### config.mk
export PLATFORM = sky130hd
export DESIGN_NAME = pipe_sched
export DESIGN_NICKNAME = d
export VERILOG_FILES = /design/src/rtl/mips_pkg.sv /design/src/rtl/hazard_chk.sv /design/src/rtl/pipe_sched.sv
export SDC_FILE = /design/constraint.sdc
export NUM_CORES = 1
export LEC_CHECK = 0
export ABC_AREA = 1
export CORE_ASPECT_RATIO = 0.9
export CORE_MARGIN = 2
export CORE_UTILIZATION = 62
export DETAILED_ROUTE_END_ITERATION = 8
export DONT_BUFFER_PORTS = 1
export PLACE_DENSITY_LB_ADDON = 0.3
export SYNTH_ARGS = -nofsm -noshare
export SYNTH_HDL_FRONTEND = slang
export SYNTH_SLANG_ARGS = --single-unit
export TNS_END_PERCENT = 10
### constraint.sdc
create_clock -name clk -period 2.07 [get_ports clk]
set_clock_uncertainty 0.05 [all_clocks]
set_input_delay 0.1035 -clock clk [delete_from_list [all_inputs] [get_ports clk]]
set_output_delay 0.1035 -clock clk [all_outputs]
set_load 0.05 [all_outputs]
### src/rtl/mips_pkg.sv
// rtl/mips_pkg.sv - shared decoded control-word layout for the MIPS pipeline
//
// Field positions of the 23-bit decoded control word, its width, and a packed
// struct with the same layout for readable construction and decoding.

package mips_pkg;

   localparam int CTRL_W    = 23;

   localparam int RS_HI     = 22;
   localparam int RS_LO     = 18;
   localparam int RT_HI     = 17;
   localparam int RT_LO     = 13;
   localparam int RD_HI     = 12;
   localparam int RD_LO     = 8;
   localparam int WE_BIT    = 7;
   localparam int ALU1_BIT  = 6;
   localparam int SEL_HI    = 5;
   localparam int SEL_LO    = 4;
   localparam int MUL_BIT   = 3;
   localparam int ALU2_BIT  = 2;
   localparam int MEMWR_BIT = 1;
   localparam int WBSEL_BIT = 0;

   typedef struct packed {
      logic [4:0] rs;
      logic [4:0] rt;
      logic [4:0] rd;
      logic       we;
      logic       alu1_mux;
      logic [1:0] sel_alu;
      logic       mul_st;
      logic       alu2_mux;
      logic       mem_wr;
      logic       mux_sel_wb;
   } ctrl_t;

endpackage

### src/rtl/hazard_chk.sv
// rtl/hazard_chk.sv - combinational read-after-write hazard detector
//
// Ports:
//   dec_valid, dec_word            : candidate word from the decoder
//   ex_/mem_/wb_valid, _word       : in-flight stage registers
//   hazard                         : decoder word reads a register still being
//                                    written by EX, MEM or WB

module hazard_chk
   import mips_pkg::*;
(
   input  logic              dec_valid,
   input  logic [CTRL_W-1:0] dec_word,
   input  logic              ex_valid,
   input  logic [CTRL_W-1:0] ex_word,
   input  logic              mem_valid,
   input  logic [CTRL_W-1:0] mem_word,
   input  logic              wb_valid,
   input  logic [CTRL_W-1:0] wb_word,
   output logic              hazard
);

   logic [4:0] w_rs;
   logic [4:0] w_rt;
   logic       w_rt_src;
   logic [4:0] w_ex_rd;
   logic [4:0] w_mem_rd;
   logic [4:0] w_wb_rd;
   logic       w_ex_hit;
   logic       w_mem_hit;
   logic       w_wb_hit;
   logic       w_unused;

   function automatic logic stage_hit(
      input logic       v,
      input logic       we,
      input logic [4:0] rd,
      input logic [4:0] rs,
      input logic [4:0] rt,
      input logic       rt_src
   );
      // r0 is hard-wired, so a write to it never blocks a reader
      return v && we && (rd != 5'd0) && ((rd == rs) || (rt_src && (rd == rt)));
   endfunction

   assign w_rs     = dec_word[RS_HI:RS_LO];
   assign w_rt     = dec_word[RT_HI:RT_LO];
   // A load names its destination in rt, so rt is not read
   assign w_rt_src = !(dec_word[WE_BIT] && dec_word[ALU1_BIT]);

   assign w_ex_rd  = ex_word[RD_HI:RD_LO];
   assign w_mem_rd = mem_word[RD_HI:RD_LO];
   assign w_wb_rd  = wb_word[RD_HI:RD_LO];

   assign w_ex_hit  = stage_hit(ex_valid,  ex_word[WE_BIT],  w_ex_rd,  w_rs, w_rt, w_rt_src);
   assign w_mem_hit = stage_hit(mem_valid, mem_word[WE_BIT], w_mem_rd, w_rs, w_rt, w_rt_src);
   // WB counts too: the register file is written at the end of WB, no bypass
   assign w_wb_hit  = stage_hit(wb_valid,  wb_word[WE_BIT],  w_wb_rd,  w_rs, w_rt, w_rt_src);

   assign hazard = dec_valid && (w_ex_hit || w_mem_hit || w_wb_hit);

   assign w_unused = ^{dec_word[RD_HI:RD_LO], dec_word[SEL_HI:0],
                       ex_word[RS_HI:RT_LO],  ex_word[ALU1_BIT:0],
                       mem_word[RS_HI:RT_LO], mem_word[ALU1_BIT:0],
                       wb_word[RS_HI:RT_LO],  wb_word[ALU1_BIT:0]};

endmodule

### src/rtl/pipe_sched.sv
// rtl/pipe_sched.sv - EX/MEM/WB stage scheduler with RAW stall and multiply hold
//
// Ports:
//   clk, rst                       : clock, synchronous active-high reset
//   dec_valid, dec_word            : decoded control word from ID
//   dec_ready                      : word accepted this cycle (IF/ID holds when low)
//   ex_/mem_/wb_valid, _word       : stage registers
//   wb_we                          : register-file write strobe
//   mul_busy                       : EX is holding a multiply
//   hazard_stall                   : RAW hazard seen this cycle

module pipe_sched
   import mips_pkg::*;
#(
   parameter int MUL_CYCLES = 4
)
(
   input  logic              clk,
   input  logic              rst,
   input  logic              dec_valid,
   input  logic [CTRL_W-1:0] dec_word,
   output logic              dec_ready,
   output logic              ex_valid,
   output logic [CTRL_W-1:0] ex_word,
   output logic              mem_valid,
   output logic [CTRL_W-1:0] mem_word,
   output logic              wb_valid,
   output logic [CTRL_W-1:0] wb_word,
   output logic              wb_we,
   output logic              mul_busy,
   output logic              hazard_stall
);

   localparam logic [3:0] L_MUL_INIT = 4'(MUL_CYCLES - 1);

   logic              r_ex_valid;
   logic [CTRL_W-1:0] r_ex_word;
   logic              r_mem_valid;
   logic [CTRL_W-1:0] r_mem_word;
   logic              r_wb_valid;
   logic [CTRL_W-1:0] r_wb_word;
   logic [3:0]        r_mul_cnt;

   logic              w_hazard;
   logic              w_ex_hold;

   hazard_chk u_hazard_chk (
      .dec_valid (dec_valid),
      .dec_word  (dec_word),
      .ex_valid  (r_ex_valid),
      .ex_word   (r_ex_word),
      .mem_valid (r_mem_valid),
      .mem_word  (r_mem_word),
      .wb_valid  (r_wb_valid),
      .wb_word   (r_wb_word),
      .hazard    (w_hazard)
   );

   assign w_ex_hold = (r_mul_cnt != 4'd0);

   always_ff @(posedge clk) begin
      if (rst) begin
         r_ex_valid  <= 1'b0;
         r_ex_word   <= '0;
         r_mem_valid <= 1'b0;
         r_mem_word  <= '0;
         r_wb_valid  <= 1'b0;
         r_wb_word   <= '0;
         r_mul_cnt   <= 4'd0;
      end else if (w_ex_hold) begin
         // Multiply occupies EX; the hold wins over any pending hazard and
         // MEM fills with bubbles while older work drains to WB
         r_mul_cnt   <= r_mul_cnt - 4'd1;
         r_mem_valid <= 1'b0;
         r_mem_word  <= '0;
         r_wb_valid  <= r_mem_valid;
         r_wb_word   <= r_mem_word;
      end else begin
         r_wb_valid  <= r_mem_valid;
         r_wb_word   <= r_mem_word;
         r_mem_valid <= r_ex_valid;
         r_mem_word  <= r_ex_word;
         if (w_hazard) begin
            r_ex_valid <= 1'b0;
            r_ex_word  <= '0;
         end else begin
            r_ex_valid <= dec_valid;
            r_ex_word  <= dec_word;
            if (dec_valid && dec_word[MUL_BIT]) begin
               r_mul_cnt <= L_MUL_INIT;
            end
         end
      end
   end

   assign dec_ready    = !(w_hazard || w_ex_hold);
   assign hazard_stall = w_hazard;
   assign mul_busy     = w_ex_hold;
   assign ex_valid     = r_ex_valid;
   assign ex_word      = r_ex_word;
   assign mem_valid    = r_mem_valid;
   assign mem_word     = r_mem_word;
   assign wb_valid     = r_wb_valid;
   assign wb_word      = r_wb_word;
   assign wb_we        = r_wb_valid && r_wb_word[WE_BIT];

endmodule

==> impl_summary.txt <==
----------------------------------------------------
[Yosys]
  Cell taking the most area after synthesis ... sky130_fd_sc_hd__dfxtp_1
  Share of Yosys cell area claimed by the top area cell type ... 0.521
  Most instantiated library cell after synthesis ... sky130_fd_sc_hd__nand2_1
  Synthesis Warnings ... 0
  Cell types occupying the most area after synthesis ... sky130_fd_sc_hd__dfxtp_1 52%, sky130_fd_sc_hd__nand2_1 20%, sky130_fd_sc_hd__inv_1 9.4%, sky130_fd_sc_hd__nor2_1 9.0%, sky130_fd_sc_hd__nand3_1 2.1%
  Count of state elements after synthesis ... 76
  Number of synthesized flops with an enable pin ... 0
  Mapped Avg Cell Area ... approximately 7.0 um^2
  Top FF cell, synth ... sky130_fd_sc_hd__dfxtp_1
  Count of distinct cell types in the synthesized netlist ... 23
  Most frequent cells after synthesis ... 154 x sky130_fd_sc_hd__nand2_1, 76 x sky130_fd_sc_hd__dfxtp_1, 73 x sky130_fd_sc_hd__inv_1
  Share of synthesized registers carrying an async set or reset ... 0
  Mapped Area ... slightly below 3000 um^2
  Total nets after synthesis ... about 450
  Number of instances in the synthesized netlist ... 420
  Sequential area share after synthesis ... 0.521

[Die]
  Number of top-level pins ... 102
  Initial cell density of the core ... 0.651
  Vertical extent of the die ... ~69 um
  Number of placement rows ... 23
  Die width ... 76.4 um
  Die Outline Area ... roughly 5300 um^2
  Core Area ... 4490 um^2

[Cells and area]
  Layout net count ... 502
  Area growth syn-to-layout ... 26.0%
  Number of cells in the finished layout apart from fillers ... between 500 and 600
  Count of antenna diodes in the layout ... 0
  Area occupied by multi-input gates ... around 1100 um^2
  Finished Cell Area ... between 3000 and 4000 um^2
  Fraction of layout instances using a drive strength above 1 ... 0.135
  Number of fill cells in the layout ... a little under 300
  Area used by sequential logic in the layout ... 1530 um^2

[Critical path]
  Critical path buffers and inverters ... 2
  Setup slack of the most critical reg-to-reg path ... 0.16 ns
  Reg-to-reg startpoint ... ex_word[11]
  Sort of element at the start of the critical path ... flop
  Reg2Reg Depth ... 13
  Cell family with the largest share of critical-path delay ... simple AND/OR/NAND/NOR gates
  Cell Chain, Critical Path ... inv_1, nand2_1, nand2_1, nor2_1, nand3_1, nand2_1, nand2_1, nand3_2, nand2_2, nand2_4, clkinvlp_4
  Cell with the largest stage delay on the worst path ... sky130_fd_sc_hd__dfxtp_1
  Data required time of the critical path ... about 1.9 ns
  Count of cell instances traversed by the critical path ... 11
  Crit path kind ... reg2out
  Arr. time, crit path ... 1.86 ns
  Endpoint kind of the worst setup timing path ... primary output
  Setup crit end ... dec_ready
  Launch point of the worst path ... ex_word[11]
  Worst stage delay on the critical path ... roughly 0.38 ns
  Most frequent cell on the critical path ... sky130_fd_sc_hd__nand2_1
  End of the worst register-to-register path ... ex_word[12]
  Worst-path maximum fanout ... 4

[STA]
  Unrepaired setup endpoints after global routing ... true
  Normalized max-slew margin ... 0.312
  Minimum clock period ... ~2 ns
  Final number of max-transition violations ... 0
  Fin crit share ... 0.972
  Actual transition at the worst max-transition pin ... slightly above 1 ns
  Number of failing setup endpoints in the final timing report ... 0
  Number of failing hold endpoints at the final stage ... 0
  Maximum clock frequency ... between 400 and 500 MHz

[Drt]
  Vias after detailed routing ... approximately 2700
  Pre-antenna DRT Iters ... 5
  Final antenna-violating net count ... 0
  Final wirelength ... roughly 7.3 mm
  Vias per cell ... 5.01
  Avg WL per Cell ... between 10 and 15 um
  DRC errors left ... 0
  Number of design-rule violations left by the first detailed-router iteration ... approximately 160

[Pwr]
  Total power per unit cell area ... approximately 1500 nW/um^2
  Clock power frac ... 0.238
  Fraction of power spent switching nets ... 0.454
  Power consumption ... approximately 5400 uW
  Net switching power ... about 2400 uW
  Worst voltage drop across the vdd grid ... about 970 uV
  Int Power ... ~2900 uW
  Fraction of power consumed by sequential logic ... 0.489
  Pleak ... roughly 0.0018 uW
  Combinational share of power ... 0.274

[Global route]
  Total overflow reported by the global router ... 0
  Tot GR Track Use ... 0.288
  Number of antenna violations at the first check in global routing ... 0
  Wire length of the first global-routing pass ... between 10 and 15 mm
  Via count of the first global-routing pass ... 2671
  Largest net degree at the start of global routing ... 27

[Run status]
  Run status ... finished clean

[Min path]
  Hold WC Path Type ... in2reg

[Place]
  Cell area after placement ... 3180 um^2
  Placed instance count ... about 500
  Weighted congestion at the end of routability-driven global placement ... 0.944
  Post-detail-place hpwl ... a little under 5 mm
  Number of port buffers ... 0

[Job]
  Max_cap viols ... 0

[Clock tree]
  Post-CTS setup buffer count ... 0
  Worst-case clock buffer depth ... 2
  CTS tree ... done
  Cell at the root of the clock tree ... sky130_fd_sc_hd__clkbuf_8
  Count of H-tree levels built during CTS ... 3
  Clock latency of the later-clocked register in the worst-skew pair ... roughly 0.36 ns
  TritonCTS buffer count ... 9
  Clock edge transition at the registers on the reported setup and hold paths ... approximately 0.07 ns
  Number of clock sinks ... 76

----------------------------------------------------
## layout by cell type, fill, tap and decap left out, types with 2 or more instances in the layout
master                            n
sky130_fd_sc_hd__inv_1           70
sky130_fd_sc_hd__bufinv_16        2
sky130_fd_sc_hd__nand4_1          3
sky130_fd_sc_hd__nand2_2          2
sky130_fd_sc_hd__dfxtp_1         67
sky130_fd_sc_hd__nand3_1         12
sky130_fd_sc_hd__inv_2            4
sky130_fd_sc_hd__buf_4           27
sky130_fd_sc_hd__clkbuf_8        10
sky130_fd_sc_hd__clkinv_4         2
sky130_fd_sc_hd__a21oi_1          2
sky130_fd_sc_hd__dfxtp_2          9
sky130_fd_sc_hd__nor2_2           2
sky130_fd_sc_hd__nor3_1           2
sky130_fd_sc_hd__xnor2_1          4
sky130_fd_sc_hd__nand2_1        154
sky130_fd_sc_hd__dlygate4sd3_1   25
sky130_fd_sc_hd__o21ai_1          2
sky130_fd_sc_hd__nor2_1          68
sky130_fd_sc_hd__clkinvlp_4       2
## through the flow
stage,setup TNS (ns),util,hold WS [ns],setup WS [ns]
5_1_grt,-0.0854,0.820,0.0371,-0.0469
3_5_place_dp,0,0.707,0.130,0.206
3_3_place_gp,0,0.707,0.128,0.292
4_1_cts,0,0.815,0.0164,0.0318
6_report,0,0.820,0.0260,0.0589
2_1_floorplan,0,-,0.157,0.0863
## cell type report
cell class / instances / share of cell area
clock buffer: 10 / 0.0374
clock inverter: 6 / 0.0262
inverter: 75 / 0.0775
multi-input combinational: 260 / 0.293
sequential: 76 / 0.416
tap: 62 / 0.0211
timing repair buffer: 53 / 0.128
## registers in the layout, summed over array words and instances (netlist names)
signal,count
wb_valid,1
ex_valid,1
wb_word,23
ex_word,23
mem_word,23
r_mul_cnt,4
mem_valid,1
## worst min-delay path by stage
stage	start	end	cells past startpoint
detailed placement	rst	wb_word[20]	1
global placement	rst	wb_word[22]	1
finish	rst	ex_word[9]	4
global route	rst	ex_word[9]	4
CTS	rst	ex_word[4]	4
floorplan	dec_word[0]	ex_word[0]	2
## kinds of logic after synthesis
logic type / synth area share
and+or+nand+nor: 0.334
buffers and inverters: 0.113
DFF: 0.521
AOI/OAI and AO/OA: 0.0128
xor gates and xnor gates: 0.0150
adders and majority gates: 0.00428
## repair_timing
action                     in CTS  in global routing
hold endpoints to repair       50                  0
setup endpoints to repair       0                 22
gates resized for setup         0                 15
hold buffers                   25                  0
## worst min-delay path, stage by stage
cell                      delay, ns
sky130_fd_sc_hd__nor2_2        0.03
sky130_fd_sc_hd__buf_4         0.16
sky130_fd_sc_hd__nand2_1       0.06
sky130_fd_sc_hd__nand2_1       0.04
## routing by layer
metal	global-route usage	vias to the layer above	part of all wire
met3	0.140	25	0.12
met4	0.0949	0	0.027
met1	0.321	1206	0.38
met2	0.483	151	0.47
li1	-	1331	-
met5	0	-	0
## power groups by stage
stage	logic, uW	registers [uW]	clock network, uW
6_report	1470	2630	1280
3_5_place_dp	1360	2650	0
3_3_place_gp	1340	2640	0
4_1_cts	1430	2620	1300
2_1_floorplan	800	2860	0
5_1_grt	1620	2670	1360
Power figures use the tool's default switching activity.
